==> src/rtl/ram_burst_reader.sv <==
// Burst read sequencer for the 16x32 register-file RAM: issues contiguous read
// addresses under a 2-entry credit scheme and streams the returned words out.
module ram_burst_reader #(
    parameter int ADDR_WIDTH = 4,
    parameter int DATA_WIDTH = 32,
    parameter int LEN_WIDTH  = 5
) (
    input  logic                  clk,
    input  logic                  rst,
    input  logic                  start,
    input  logic [ADDR_WIDTH-1:0] base_addr,
    input  logic [LEN_WIDTH-1:0]  len,
    output logic                  busy,
    output logic                  done,
    output logic [ADDR_WIDTH-1:0] arg_0_raddr_0,
    input  logic [DATA_WIDTH-1:0] arg_0_rdata_0,
    output logic                  out_valid,
    input  logic                  out_ready,
    output logic [DATA_WIDTH-1:0] out_data
);

    // state | meaning
    // IDLE  | waiting for start; len 0 completes immediately
    // ISSUE | issuing one read per cycle while credit remains
    // DRAIN | all reads issued; waiting for in-flight data and buffer to empty
    typedef enum logic [1:0] {
        IDLE  = 2'd0,
        ISSUE = 2'd1,
        DRAIN = 2'd2
    } state_t;

    localparam logic [LEN_WIDTH-1:0] MAX_LEN = LEN_WIDTH'(2 ** ADDR_WIDTH);

    state_t                  state_q, state_d;
    logic [ADDR_WIDTH-1:0]   addr_q, addr_d;
    logic [ADDR_WIDTH-1:0]   raddr_q;
    logic [LEN_WIDTH-1:0]    remain_q, remain_d;
    logic [LEN_WIDTH-1:0]    len_eff;
    logic                    inflight_q;
    logic                    done_q, done_d;
    logic [DATA_WIDTH-1:0]   buf_q [2];
    logic                    rd_ptr_q, wr_ptr_q;
    logic [1:0]              count_q;
    logic [1:0]              used;
    logic [1:0]              limit;
    logic                    push, pop, issue;

    assign len_eff   = (len > MAX_LEN) ? MAX_LEN : len;

    assign out_valid = (count_q != 2'd0);
    assign out_data  = buf_q[rd_ptr_q];
    assign pop       = out_valid && out_ready;
    assign push      = inflight_q;

    // A word leaving this cycle frees a slot for a read issued this cycle.
    assign used      = count_q + {1'b0, inflight_q};
    assign limit     = pop ? 2'd3 : 2'd2;
    assign issue     = (state_q == ISSUE) && (used < limit);

    assign arg_0_raddr_0 = issue ? addr_q : raddr_q;
    assign busy          = (state_q != IDLE);
    assign done          = done_q;

    always_comb begin
        state_d  = state_q;
        addr_d   = addr_q;
        remain_d = remain_q;
        done_d   = 1'b0;
        case (state_q)
            IDLE: begin
                if (start) begin
                    if (len_eff == '0) begin
                        done_d = 1'b1;
                    end else begin
                        addr_d   = base_addr;
                        remain_d = len_eff;
                        state_d  = ISSUE;
                    end
                end
            end
            ISSUE: begin
                if (issue) begin
                    addr_d   = addr_q + 1'b1;
                    remain_d = remain_q - 1'b1;
                    if (remain_q == LEN_WIDTH'(1)) begin
                        state_d = DRAIN;
                    end
                end
            end
            DRAIN: begin
                // Leave as soon as the final word is being popped.
                if (!inflight_q && (count_q == {1'b0, pop})) begin
                    state_d = IDLE;
                    done_d  = 1'b1;
                end
            end
            default: state_d = IDLE;
        endcase
    end

    always_ff @(posedge clk) begin
        if (rst) begin
            state_q    <= IDLE;
            addr_q     <= '0;
            remain_q   <= '0;
            raddr_q    <= '0;
            inflight_q <= 1'b0;
            done_q     <= 1'b0;
            rd_ptr_q   <= 1'b0;
            wr_ptr_q   <= 1'b0;
            count_q    <= 2'd0;
            for (int i = 0; i < 2; i++) begin
                buf_q[i] <= '0;
            end
        end else begin
            state_q    <= state_d;
            addr_q     <= addr_d;
            remain_q   <= remain_d;
            raddr_q    <= arg_0_raddr_0;
            inflight_q <= issue;
            done_q     <= done_d;
            if (push) begin
                buf_q[wr_ptr_q] <= arg_0_rdata_0;
            end
            wr_ptr_q <= wr_ptr_q ^ push;
            rd_ptr_q <= rd_ptr_q ^ pop;
            count_q  <= count_q + {1'b0, push} - {1'b0, pop};
        end
    end

endmodule

==> config.mk <==
export PLATFORM = sky130hd
export DESIGN_NAME = ram_burst_reader
export DESIGN_NICKNAME = d
export VERILOG_FILES = /design/src/rtl/ram_burst_reader.sv
export SDC_FILE = /design/constraint.sdc
export NUM_CORES = 1
export LEC_CHECK = 0
export BUFFER_PORTS_ARGS = -buffer_cell sky130_fd_sc_hd__buf_2
export CORE_UTILIZATION = 56
export CTS_BUF_LIST = sky130_fd_sc_hd__clkbuf_2 sky130_fd_sc_hd__clkbuf_4 sky130_fd_sc_hd__clkbuf_8
export DETAILED_ROUTE_END_ITERATION = 6
export GPL_TIMING_DRIVEN = 0
export MAX_ROUTING_LAYER = met4
export PLACE_DENSITY = 0.82
export SETUP_SLACK_MARGIN = 0.15
export SLEW_MARGIN = 10
export SYNTH_ARGS = -nofsm -noshare
export SYNTH_HDL_FRONTEND = slang
export SYNTH_SLANG_ARGS = --single-unit
==> constraint.sdc <==
create_clock -name clk -period 2.43 [get_ports clk]
set_clock_uncertainty 0.2 [all_clocks]
set_input_delay 0.486 -clock clk [delete_from_list [all_inputs] [get_ports clk]]
set_output_delay 0.486 -clock clk [all_outputs]
set_load 0.05 [all_outputs]
==> key figures <==
Floorplanning
  – Die Y: 85.5 microns
  – Die area: 7300 sq um
  – Site Rows: 30
  – CORE AREA: 6760 sq um
  – I/O pins: 84
  – Initial Utilization: 57.7%
  – Die W: 85.5 microns

Outcome
  – Failing checks: setup timing
  – Status: finished with violations

Layout
  – Layout Nets: 458
  – Reg area: 2350 sq um
  – Post-route design area: 4850 sq um
  – Layout area overhead: 24.2%
  – Layout fillers: 463
  – Multi-input logic area: 1530 sq um
  – Ratio of cells with drive above 1 in the final layout: 41.3%

Timing
  – Setup TNS: -0.948 ns
  – Slew Limit Fails: 0
  – RSZ-0062 raised after global routing: yes
  – Fin crit period: 2.67 ns
  – Final Hold Slack: 0.218 ns
  – Hold Fails Final Rpt: 0
  – Final WS setup: -0.245 ns
  – Number of setup violations in the final report: 4
  – Fin crit share: 110%
  – Max Freq: 374 MHz
  – Slew @ Worst Pin: 0.826 ns
  – Slew headroom: 44.7%

Place
  – Worst slack, placed: -0.0547 ns
  – Placed standard-cell area: 4480 sq um
  – RePlAce Congestion: 0.901
  – IO Port Bufs: 83
  – Post-DP HPWL: 5300 microns

Logic synthesis
  – Sequential share of the synthesized area: 60.0%
  – Synthesized Nets: 358
  – Async set-or-reset flop fraction in the synthesized netlist: 0%
  – Synth cell types: 46
  – Dominant synthesized flop cell: edfxtp_1
  – Post-Syn Area: 3900 sq um
  – Average size of a mapped cell: 12.7 sq um
  – Synthesized instance count: 307
  – Flops & latches, synth: 85
  – Post-synth EDFFs: 64
  – Yosys warnings: 0

Routing
  – Routed WL: 8030 microns
  – Routed via count: 2,713
  – DR WL/cell: 16.3 microns
  – Vias/cell: 5.50
  – Iteration-0 DRC Markers: 140
  – Drt pass-1 iters: 5
  – Post-DRT Antenna Nets: 0
  – DRC viols: 0

Clock network
  – H-tree depth: 3
  – CTS Buf Count: 9
  – Reg clk slew, reported paths: 0.09 ns
  – TritonCTS clock tree: yes
  – Clock root buffer: clkbuf_8
  – Clock Sinks: 85
  – Clock Latency Late Sink: 0.35 ns
  – CTS max path bufs: 2

Job
  – Maxcap violations: 0

Pwr
  – VDD IR max: 0.620 mV
  – Lkg Pwr: 0.00201 uW
  – Pwr Density: 943 nW/um^2

Setup path
  – Crit Path Max Fanout: 4
  – Flop2flop setup slack: 0.21 ns
  – FF-to-FF Start: count_q[0]$_SDFF_PP0_
  – Crit path DAT: 1.99 ns
  – Worst R2R End: state_q[1]$_SDFFE_PP0P_
  – Critical path origin: count_q[0]$_SDFF_PP0_
  – Type of origin of the critical path: flip-flop
  – Worst EP required: 1.74 ns
  – R2R cell count: 10
  – CP Capture Point: arg_0_raddr_0[3]
  – Worst Setup End Kind: primary output
  – Critical path class: flip-flop to primary output

Global route
  – GR peak layer: met2
  – Global-route wire length before repair: 12,500 microns
  – Met2 usage: 37.7%
  – GRT Total Usage: 23.6%
  – Met1 GRT Util: 28.7%
  – Vias in the first global route: 2,678
  – Initial antenna violation count: 1
  – Total gr overflow: 0
  – Largest net degree at the start of global routing: 33
  – GR Util met3: 5.54%

Worst hold path
  – Min-delay worst type: primary input to flip-flop
## registers in the layout, indices dropped and copies added, names as in the netlist
| name | flops |
|---|---|
| buf_q | 64 |
| remain_q | 5 |
| addr_q | 4 |
| raddr_q | 4 |
| count_q | 2 |
| state_q | 2 |
| done | 1 |
| inflight_q | 1 |
| rd_ptr_q | 1 |
| wr_ptr_q | 1 |
## where the power goes
part           total, uW  internal [uW]  leakage (uW)  switching, uW
Sequential          1810           1730      0.000841           81.5
Combinational       1830            702       0.00108           1130
Clock                922            386     0.0000898            536
## layout by cell type, fill, tap and decap left out, types with 3 or more instances in the layout
master,synthesis,layout
clkbuf_8,0,11
nand2b_1,6,6
buf_2,1,77
clkbuf_1,14,8
ha_1,6,3
buf_6,1,4
nor2_1,10,9
edfxtp_1,64,64
mux2_2,36,32
buf_4,0,9
dfxtp_1,21,17
mux2_4,0,4
and2_1,69,68
a211oi_1,5,4
a31oi_1,6,6
nor4_1,3,3
inv_1,9,7
nand2_1,11,9
nor3_1,3,3
a21oi_1,7,6
ha_4,0,3
## cell type report
class,count,share of cell area (%)
Sequential cell,85,48.5
Multi-Input combinational cell,195,31.5
Timing Repair Buffer,89,10.4
Buffer,17,2.87
Clock buffer,9,2.56
Tap cell,80,2.07
Clock inverter,7,1.19
Inverter,10,0.800
Antenna cell,1,0.0516
## cells in the mapped netlist, types with 2 or more instances
cell type / count / area share (%)
mux2_2: 36 / 10
a211oi_1: 5 / 0.96
or4_1: 2 / 0.38
nand2_1: 11 / 1.1
inv_1: 9 / 0.87
nand3_1: 2 / 0.26
nor3_1: 3 / 0.38
dfxtp_1: 21 / 11
nor3b_1: 2 / 0.38
nor2_1: 10 / 0.96
mux2i_1: 2 / 0.51
clkbuf_1: 14 / 1.3
xor2_1: 2 / 0.45
a31oi_1: 6 / 0.96
o221ai_1: 2 / 0.45
a21oi_1: 7 / 0.90
ha_1: 6 / 1.9
nand2b_1: 6 / 0.96
and2_1: 69 / 11
nor4_1: 3 / 0.48
edfxtp_1: 64 / 49
## per-layer routing
metal	part of all wire (%)	wire length (microns)	up-vias
met5	0	0	-
li1	-	-	1304
met1	42	3360	1285
met2	50	3990	105
met4	2.5	197	0
met3	5.9	471	19
## critical path, cell delays in order, from the launching register on
cell	delay [ns]
dfxtp_4	0.37
or2_4	0.23
and2_4	0.15
ha_4	0.15
inv_2	0.05
ha_4	0.14
nor2_4	0.06
mux2_4	0.34
buf_8	0.15
## what timing repair did
item | in CTS | in global routing
hold buffers | 0 | 0
setup endpoints to repair | 42 | 38
pin swaps | 4 | 2
buffers inserted | 4 | 1
cloned | 1 | 0
gates resized for setup | 34 | 9
## metrics by stage
step | util (%) | cells | total power (uW)
6_report | 71.7 | 493 | 4570
3_5_place_dp | 66.3 | 470 | 3450
4_1_cts | 71.4 | 491 | 4540
5_1_grt | 71.7 | 493 | 4770
2_1_floorplan | - | 307 | 3110
3_3_place_gp | 66.2 | 470 | 3420
## worst min-delay path by stage
stage                             start                          to  cells past startpoint
finish                arg_0_rdata_0[16]  buf_q[1][16]$_SDFFCE_PN0P_                      2
global route          arg_0_rdata_0[13]  buf_q[0][13]$_SDFFCE_PN0P_                      2
CTS                   arg_0_rdata_0[16]  buf_q[1][16]$_SDFFCE_PN0P_                      2
detailed placement  wr_ptr_q$_SDFF_PP0_         wr_ptr_q$_SDFF_PP0_                      2
global placement    wr_ptr_q$_SDFF_PP0_         wr_ptr_q$_SDFF_PP0_                      2
floorplan           wr_ptr_q$_SDFF_PP0_         wr_ptr_q$_SDFF_PP0_                      2
## logic make-up (layout without fill, tap and decap cells)
group / Yosys count / after routing / share of synthesized area, %
AO/OA/AOI/OAI: 33 / 33 / 6.29
XOR/XNOR: 3 / 3 / 0.674
adder cells (fa/ha/maj): 6 / 6 / 1.92
buffers and inverters: 27 / 132 / 2.82
flip-flops: 85 / 85 / 60.0
multiplexers: 38 / 38 / 10.9
other: 0 / 1 / 0
AND/OR/NAND/NOR: 115 / 115 / 17.4
Note: power is estimated with default switching activity, not from simulation.
